$ cat src/rtl/deadtime_gen_pkg.sv
// Shared definitions for the three-phase dead-time generator.
package deadtime_gen_pkg;

  localparam int unsigned DT_DEF  = 4;
  localparam int unsigned DTW_DEF = 8;

  typedef enum logic [2:0] {
    OFF     = 3'd0,
    DEAD_UP = 3'd1,
    DEAD_LO = 3'd2,
    UP_ON   = 3'd3,
    LO_ON   = 3'd4
  } leg_state_e;

endpackage

$ cat src/rtl/deadtime_leg.sv
// One inverter leg: command register, dead-time FSM and registered gate decode.
module deadtime_leg
  import deadtime_gen_pkg::*;
#(
  parameter int unsigned DT  = DT_DEF,
  parameter int unsigned DTW = DTW_DEF
) (
  input  logic i_clk,
  input  logic i_res,
  input  logic i_en,
  input  logic i_tripped,
  input  logic i_cmd,
  output logic o_up,
  output logic o_lo
);

  localparam logic [DTW-1:0] CNT_LOAD = DTW'(DT - 1);

  logic           r_cmd_q;
  leg_state_e     r_state;
  leg_state_e     w_state_nxt;
  logic [DTW-1:0] r_cnt;
  logic [DTW-1:0] w_cnt_nxt;
  logic           r_prev_on;
  logic           w_prev_on_nxt;
  logic           r_up;
  logic           r_lo;

  // Single register stage on the comparator command.
  always_ff @(posedge i_clk or posedge i_res) begin
    if (i_res) r_cmd_q <= 1'b0;
    else       r_cmd_q <= i_cmd;
  end

  // State, dead-time counter, origin flag and gate registers.
  // Gates decode the next state so they switch on the same edge as the FSM.
  always_ff @(posedge i_clk or posedge i_res) begin
    if (i_res) begin
      r_state   <= OFF;
      r_cnt     <= '0;
      r_prev_on <= 1'b0;
      r_up      <= 1'b0;
      r_lo      <= 1'b0;
    end else begin
      r_state   <= w_state_nxt;
      r_cnt     <= w_cnt_nxt;
      r_prev_on <= w_prev_on_nxt;
      r_up      <= (w_state_nxt == UP_ON);
      r_lo      <= (w_state_nxt == LO_ON);
    end
  end

  // Next-state logic; r_prev_on marks a dead interval entered from the
  // opposite ON state, so a reverting command may return there at once.
  always_comb begin
    w_state_nxt   = r_state;
    w_cnt_nxt     = r_cnt;
    w_prev_on_nxt = r_prev_on;
    if (!i_en || i_tripped) begin
      w_state_nxt   = OFF;
      w_cnt_nxt     = '0;
      w_prev_on_nxt = 1'b0;
    end else begin
      case (r_state)
        OFF: begin
          w_cnt_nxt     = CNT_LOAD;
          w_prev_on_nxt = 1'b0;
          w_state_nxt   = r_cmd_q ? DEAD_UP : DEAD_LO;
        end
        DEAD_UP: begin
          if (!r_cmd_q) begin
            if (r_prev_on) begin
              w_state_nxt   = LO_ON;
              w_prev_on_nxt = 1'b0;
            end else begin
              w_state_nxt = DEAD_LO;
              w_cnt_nxt   = CNT_LOAD;
            end
          end else if (r_cnt == '0) begin
            w_state_nxt   = UP_ON;
            w_prev_on_nxt = 1'b0;
          end else begin
            w_cnt_nxt = r_cnt - DTW'(1);
          end
        end
        DEAD_LO: begin
          if (r_cmd_q) begin
            if (r_prev_on) begin
              w_state_nxt   = UP_ON;
              w_prev_on_nxt = 1'b0;
            end else begin
              w_state_nxt = DEAD_UP;
              w_cnt_nxt   = CNT_LOAD;
            end
          end else if (r_cnt == '0) begin
            w_state_nxt   = LO_ON;
            w_prev_on_nxt = 1'b0;
          end else begin
            w_cnt_nxt = r_cnt - DTW'(1);
          end
        end
        UP_ON: begin
          if (!r_cmd_q) begin
            w_state_nxt   = DEAD_LO;
            w_cnt_nxt     = CNT_LOAD;
            w_prev_on_nxt = 1'b1;
          end
        end
        LO_ON: begin
          if (r_cmd_q) begin
            w_state_nxt   = DEAD_UP;
            w_cnt_nxt     = CNT_LOAD;
            w_prev_on_nxt = 1'b1;
          end
        end
        default: begin
          w_state_nxt   = OFF;
          w_cnt_nxt     = '0;
          w_prev_on_nxt = 1'b0;
        end
      endcase
    end
  end

  assign o_up = r_up;
  assign o_lo = r_lo;

endmodule

$ cat src/rtl/deadtime_gen.sv
// Three-phase dead-time insertion with enable gating and latched over-current trip.
module deadtime_gen
  import deadtime_gen_pkg::*;
#(
  parameter int unsigned DT  = DT_DEF,
  parameter int unsigned DTW = DTW_DEF
) (
  input  logic clk,
  input  logic res,
  input  logic en,
  input  logic trip,
  input  logic trip_clr,
  input  logic cmd_a,
  input  logic cmd_b,
  input  logic cmd_c,
  output logic Sau,
  output logic Sal,
  output logic Sbu,
  output logic Sbl,
  output logic Scu,
  output logic Scl,
  output logic tripped
);

  logic r_tripped;

  // Trip latch: trip sets, trip_clr clears only while trip is low.
  always_ff @(posedge clk or posedge res) begin
    if (res)           r_tripped <= 1'b0;
    else if (trip)     r_tripped <= 1'b1;
    else if (trip_clr) r_tripped <= 1'b0;
  end

  assign tripped = r_tripped;

  deadtime_leg #(.DT(DT), .DTW(DTW)) u_leg_a (
    .i_clk(clk), .i_res(res), .i_en(en), .i_tripped(r_tripped),
    .i_cmd(cmd_a), .o_up(Sau), .o_lo(Sal)
  );

  deadtime_leg #(.DT(DT), .DTW(DTW)) u_leg_b (
    .i_clk(clk), .i_res(res), .i_en(en), .i_tripped(r_tripped),
    .i_cmd(cmd_b), .o_up(Sbu), .o_lo(Sbl)
  );

  deadtime_leg #(.DT(DT), .DTW(DTW)) u_leg_c (
    .i_clk(clk), .i_res(res), .i_en(en), .i_tripped(r_tripped),
    .i_cmd(cmd_c), .o_up(Scu), .o_lo(Scl)
  );

endmodule

$ cat config.mk
export PLATFORM = sky130hd
export DESIGN_NAME = deadtime_gen
export DESIGN_NICKNAME = d
export VERILOG_FILES = /design/src/rtl/deadtime_gen_pkg.sv /design/src/rtl/deadtime_leg.sv /design/src/rtl/deadtime_gen.sv
export SDC_FILE = /design/constraint.sdc
export NUM_CORES = 1
export LEC_CHECK = 0
export BUFFER_PORTS_ARGS = -buffer_cell sky130_fd_sc_hd__buf_2
export CAP_MARGIN = 5
export CORE_MARGIN = 4
export CORE_UTILIZATION = 25
export DETAILED_ROUTE_END_ITERATION = 16
export MAX_ROUTING_LAYER = met4
export PLACE_DENSITY_LB_ADDON = 0.08
export SLEW_MARGIN = 20
export SYNTH_ARGS = -nofsm -noshare
export SYNTH_HDL_FRONTEND = slang
export SYNTH_SLANG_ARGS = --single-unit
$ cat constraint.sdc
create_clock -name clk -period 2.2 [get_ports clk]
set_clock_uncertainty 0.05 [all_clocks]
set_input_delay 0.33 -clock clk [delete_from_list [all_inputs] [get_ports clk]]
set_output_delay 0.33 -clock clk [all_outputs]
set_load 0.005 [all_outputs]
=== Word-level counts from Yosys, hierarchy flattened ===
Index checks and enable logic that the tools add are counted.

* Bits in registers: 46
* Output and inout port bits: 7
* Logic and storage cells: 138

* $add $sub $neg: 3
* Eq/ne operators: 24
* Mux-type cells: 80
* Reduce and logical (&&, ||, !) cells: 12

{| class="wikitable"
|+ Operators with widths
! operator !! number
|-
| 8-bit two-way mux || 21
|-
| 8-bit one-hot mux with 5 select lines || 3
|-
| 3-bit two-way mux || 24
|-
| 3-bit one-hot mux with 5 select lines || 3
|-
| 3-bit by 2-bit == test with 1-bit output, second input constant || 9
|-
| 8-bit logical NOT || 3
|-
| 8-bit by 1-bit subtractor with 8-bit output, second input constant || 3
|-
| 1-bit two-way mux || 20
|-
| 3-bit == test, second input constant || 6
|-
| 2-bit two-way mux || 6
|-
| 1-bit one-hot mux with 4 select lines || 3
|-
| 3-bit by 1-bit == test with 1-bit output, second input constant || 3
|-
| 3-bit logical NOT || 3
|-
| 3-bit inequality test, second input constant || 3
|-
| 3-bit by 2-bit inequality test with 1-bit output, second input constant || 2
|-
| 2-bit AND reduction || 3
|-
| 3-bit by 1-bit inequality test with 1-bit output, second input constant || 1
|-
| 2-bit nonzero test || 1
|-
| 1-bit logical NOT || 1
|-
| 1-bit logical OR || 1
|}

=== Logic depth before layout (Yosys ltp) ===
* Depth in word-level cells: 6
* Depth in mapped cells: 7
* Mapped depth without buffers: 7

=== Hierarchy ===
Synthesis repeated with hierarchy kept, for this count alone.

* Cell total of the unflattened synthesis: 350
* Area total of the unflattened synthesis: 3150.5 um^2

{| class="wikitable"
|+ Modules (own cells, without submodules)
! module !! instances !! cells an instance !! area an instance (um^2) !! sequential area each (um^2)
|-
| deadtime_leg at u_leg_b ... || 2 || 115 || 1023.5 || 375.4
|-
| deadtime_leg at u_leg_a || 1 || 116 || 1063.5 || 375.4
|-
| deadtime_gen || 1 || 4 || 40.0 || 25.0
|}

=== Least setup slack after synthesis ===
OpenSTA, ideal clock, no wires.

* Path type: register -> register
* Start point: register u_leg_a.r_cnt[0]
* End point: register u_leg_a.r_cnt[4]
* Arrival: 1.752 ns
* Required time: 2.024 ns
* Setup slack: 0.272 ns
* Stages on the path, launching flop included: 7
* Path buffers: 0
* Path through: dfrtp_1 -> inv_1 -> ha_1 -> or3b_2 -> o22ai_2 -> nor2_1 -> a311o_1

* Longest elaborated chain between the ends: 5

{| class="wikitable"
|+ RTL lines
! what !! line !! text
|-
| start: declaration || deadtime_leg.sv:22 || <nowiki>logic [DTW-1:0] r_cnt;</nowiki>
|-
| start signal: assignment || deadtime_leg.sv:46 || <nowiki>r_cnt <= w_cnt_nxt;</nowiki>
|-
| 8-bit by 1-bit subtractor with 8-bit output / 8-bit logical NOT (equally long branches) || n/a ||
|-
| 8-bit two-way mux (*) || deadtime_leg.sv:79, deadtime_leg.sv:95 ||
|-
| 8-bit two-way mux (on tied branches) || deadtime_leg.sv:87, deadtime_leg.sv:71 ||
|-
| 8-bit one-hot mux with 5 select lines (*) || deadtime_leg.sv:64 || <nowiki>case (r_state)</nowiki>
|-
| 8-bit two-way mux (*) || deadtime_leg.sv:59 || <nowiki>if (!i_en || i_tripped) begin</nowiki>
|}

Every way passes the cells marked *; elsewhere a longest branch is shown, timed or not.
A chain may end at the register's enable or synchronous reset.

=== Worst setup path after layout ===
Same ends and word-level chain as after synthesis.

==> flow_summary.ini <==
[finish]
area_delta_synth_final_pct = 19.3
final_cell_mix = dfrtp_1 (46), buf_4 (35), nand2_1 (34), nor2_1 (30), o21ai_0 (27)
final_nets = 414
seq_area_mm2 = 0.00115
drive_gt1_frac = 0.190
layout_commonest_cell = dfrtp_1
n_antenna_cell = 0
multi_input_area_mm2 = 0.00179
fillCellCount = 1290

[synth]
async_flop_share = 1.00
synth-simple-area-share = 0.278
synthAdderAreaFrac = 0.0244
synth-compound-area-share = 0.266
synth_top_family_by_area = simple AND/OR/NAND/NOR gates
seq_area_frac_synth = 0.374
yosys.area_share.xor_xnor = 0.00569
postSynthAreaPerCell_um2 = 8.53
synthCells = 361
synthFlopType = dfrtp_1
synth_edf_count = 0
yosysUniqueCellTypes = 64
syn_area_mm2 = 0.00308
synthMuxAreaShare = 0.00650
yosys_warnings = 0
synth_nets = 375
synth.ff_latch_count = 46

[floorplanning]
io_pins = 15
design.die.area_mm2 = 0.0142
start_util = 0.256
die_y_um = 119
rows = 40
core_area_mm2 = 0.0120
fp.dieW_um = 119

[worst_hold_path]
min_path_type = in2reg
worstHoldStart = cmd_c
hold_depth = 1
holdPathEnd = u_leg_c.r_cmd_q

[critical_path]
r2r-start = u_leg_a.r_cnt[0]
r2r-end = u_leg_a.r_cnt[4]
reg2reg_slack_ns = 0.15
path_class = reg2reg
cp.required_ns = 2.33
path_cells = inv_1, ha_1, or3b_2, o22ai_2, nor2_1, a311o_1
end_kind = flip-flop
critPathMaxStageDelay_ns = 0.47
startpoint_type = flip-flop
crit_fanout = 8
rr_worst_depth = 6
worstPathArrival_ns = 2.18
crit_slowest_cell = or3b_2

[global_routing]
grt_max_degree = 47
antenna_found_initial = 0
grt_pass1_vias = 2730
overflow = 0
grt_pass1_wl_um = 13900
grtUsageTotal = 0.125

[placement]
dp_slack_ns = 0.147
dp_hpwl_um = 5850
port_buffers = 14
gp_congestion = 0.756

[clock_network]
cts_sinks = 46
cts_tree = yes
ctsHoldBuffers = 0
clk_latency_ns = 0.30
post-cts-setup-buffer-count = 0
cts-buffers-inserted = 5
clkTransAtPathRegs_ns = 0.07
cts-root-buf = clkbuf_16
h-tree-depth = 2
clockBufferDepth = 2
cts-resized-gates = 0

[detailed_routing]
avgRoutedWirePerCell_um = 14.5
drt_iter0_markers = 135
routed_wirelength_um = 7940
dr_total_vias = 2744
avgViaCountPerCell = 5.01
ant_nets = 0
drc = 0
firstDrtPassIters = 4

[sta]
fin_crit_ns = 2.05
worst_pin_slew_ns = 0.634
hold_viol = 0
fmax_mhz = 488
layout_setup_ws_ns = 0.152
fin_hold_ws_ns = 0.0849
timing.slew.headroom = 0.577
post-route-period-util = 0.931
rsz0062_at_grt = false
finalSetupTns_ns = 0
drv_slew = 0
setup_viol_count_final = 0

[pwr]
vdd_drop_max_v = 0.000239
power_uw = 2070
power.density_mw_per_mm2 = 563
p_leak_uw = 0.00164

[run]
cap_violations = 0

[run_status]
status = completed
area by class of cell:
cell class	count	share of cell area
clock inverters	1	0.00136
multi-input cells	279	0.486
inverters	19	0.0194
flip-flops and latches	46	0.313
well taps	147	0.0501
repair buffers	49	0.0906
clock buffers	7	0.0388
metrics by stage:
stage,util,area (µm²),cells
2_1_floorplan,-,3080,361
3_3_place_gp,0.293,3520,540
3_5_place_dp,0.293,3520,540
4_1_cts,0.306,3670,548
5_1_grt,0.306,3670,548
6_report,0.306,3670,548
worst max path at each step:
stage	startpoint	to	cells past startpoint
floorplan	u_leg_a.r_cnt[0]	u_leg_a.r_cnt[4]	6
global placement	u_leg_a.r_cnt[0]	u_leg_a.r_cnt[4]	6
detailed placement	u_leg_a.r_cnt[0]	u_leg_a.r_cnt[4]	6
CTS	u_leg_a.r_cnt[0]	u_leg_a.r_cnt[4]	6
global route	u_leg_a.r_cnt[0]	u_leg_a.r_cnt[4]	6
finish	u_leg_a.r_cnt[0]	u_leg_a.r_cnt[4]	6
cell usage after synthesis, drive strengths merged, types with 3 or more instances:
cell type | n | area [µm²]
o31ai | 3 | 22.5
a21boi | 3 | 22.5
inv | 19 | 71.3
a32o | 3 | 30.0
o31a | 3 | 26.3
a21oi | 19 | 95.1
buf | 6 | 28.8
a211oi | 6 | 45.0
or3 | 4 | 32.5
nor2 | 30 | 113
dfrtp | 46 | 1150
o22ai | 3 | 25.0
a21o | 8 | 61.3
nand2 | 35 | 134
nor2b | 13 | 81.3
o211ai | 5 | 37.5
nor4 | 8 | 71.3
a31oi | 12 | 75.1
and3b | 3 | 26.3
ha | 6 | 75.1
nor3b | 6 | 45.0
or4b | 3 | 30.0
o21ai | 27 | 135
nand2b | 11 | 68.8
clkbuf | 11 | 41.3
nand3 | 7 | 35.0
o2bb2ai | 4 | 35.0
and2 | 6 | 37.5
nor4b | 5 | 43.8
o21bai | 3 | 22.5
or2 | 3 | 18.8
nor3 | 7 | 35.0
power breakdown:
part           switching [µW]  internal (µW)
combinational             214            160
clock                     339            452
sequential               32.7            871
total                     586           1480
state kept, by name (all words and copies together), names as in the netlist, 3 cells and up:
signal,count
u_leg_b.r_cnt,8
u_leg_b.r_state,3
u_leg_a.r_cnt,8
u_leg_a.r_state,3
u_leg_c.r_cnt,8
u_leg_c.r_state,3
routing by layer:
layer	vias up	share of wire	global-route usage
met5	-	0	-
met4	0	0.018	0.0514
met3	8	0.032	0.0247
met2	32	0.45	0.186
met1	1298	0.50	0.165
li1	1406	-	-
logic make-up after synthesis:
family,Yosys count
AO/OA/AOI/OAI,118
XOR/XNOR,2
adder cells (fa/ha/maj),6
flip-flops,46
buffers and inverters,36
AND/OR/NAND/NOR,151
multiplexers,2
critical path: cells and delay by family, from the launching register on:
| family | cells | cell delay, ns |
|---|---|---|
| AO/OA/AOI/OAI | 2 | 0.65 |
| buffers and inverters | 1 | 0.08 |
| AND/OR/NAND/NOR | 2 | 0.61 |
| flip-flops | 1 | 0.37 |
| adder cells (fa/ha/maj) | 1 | 0.17 |
Power figures use the tool's default switching activity.
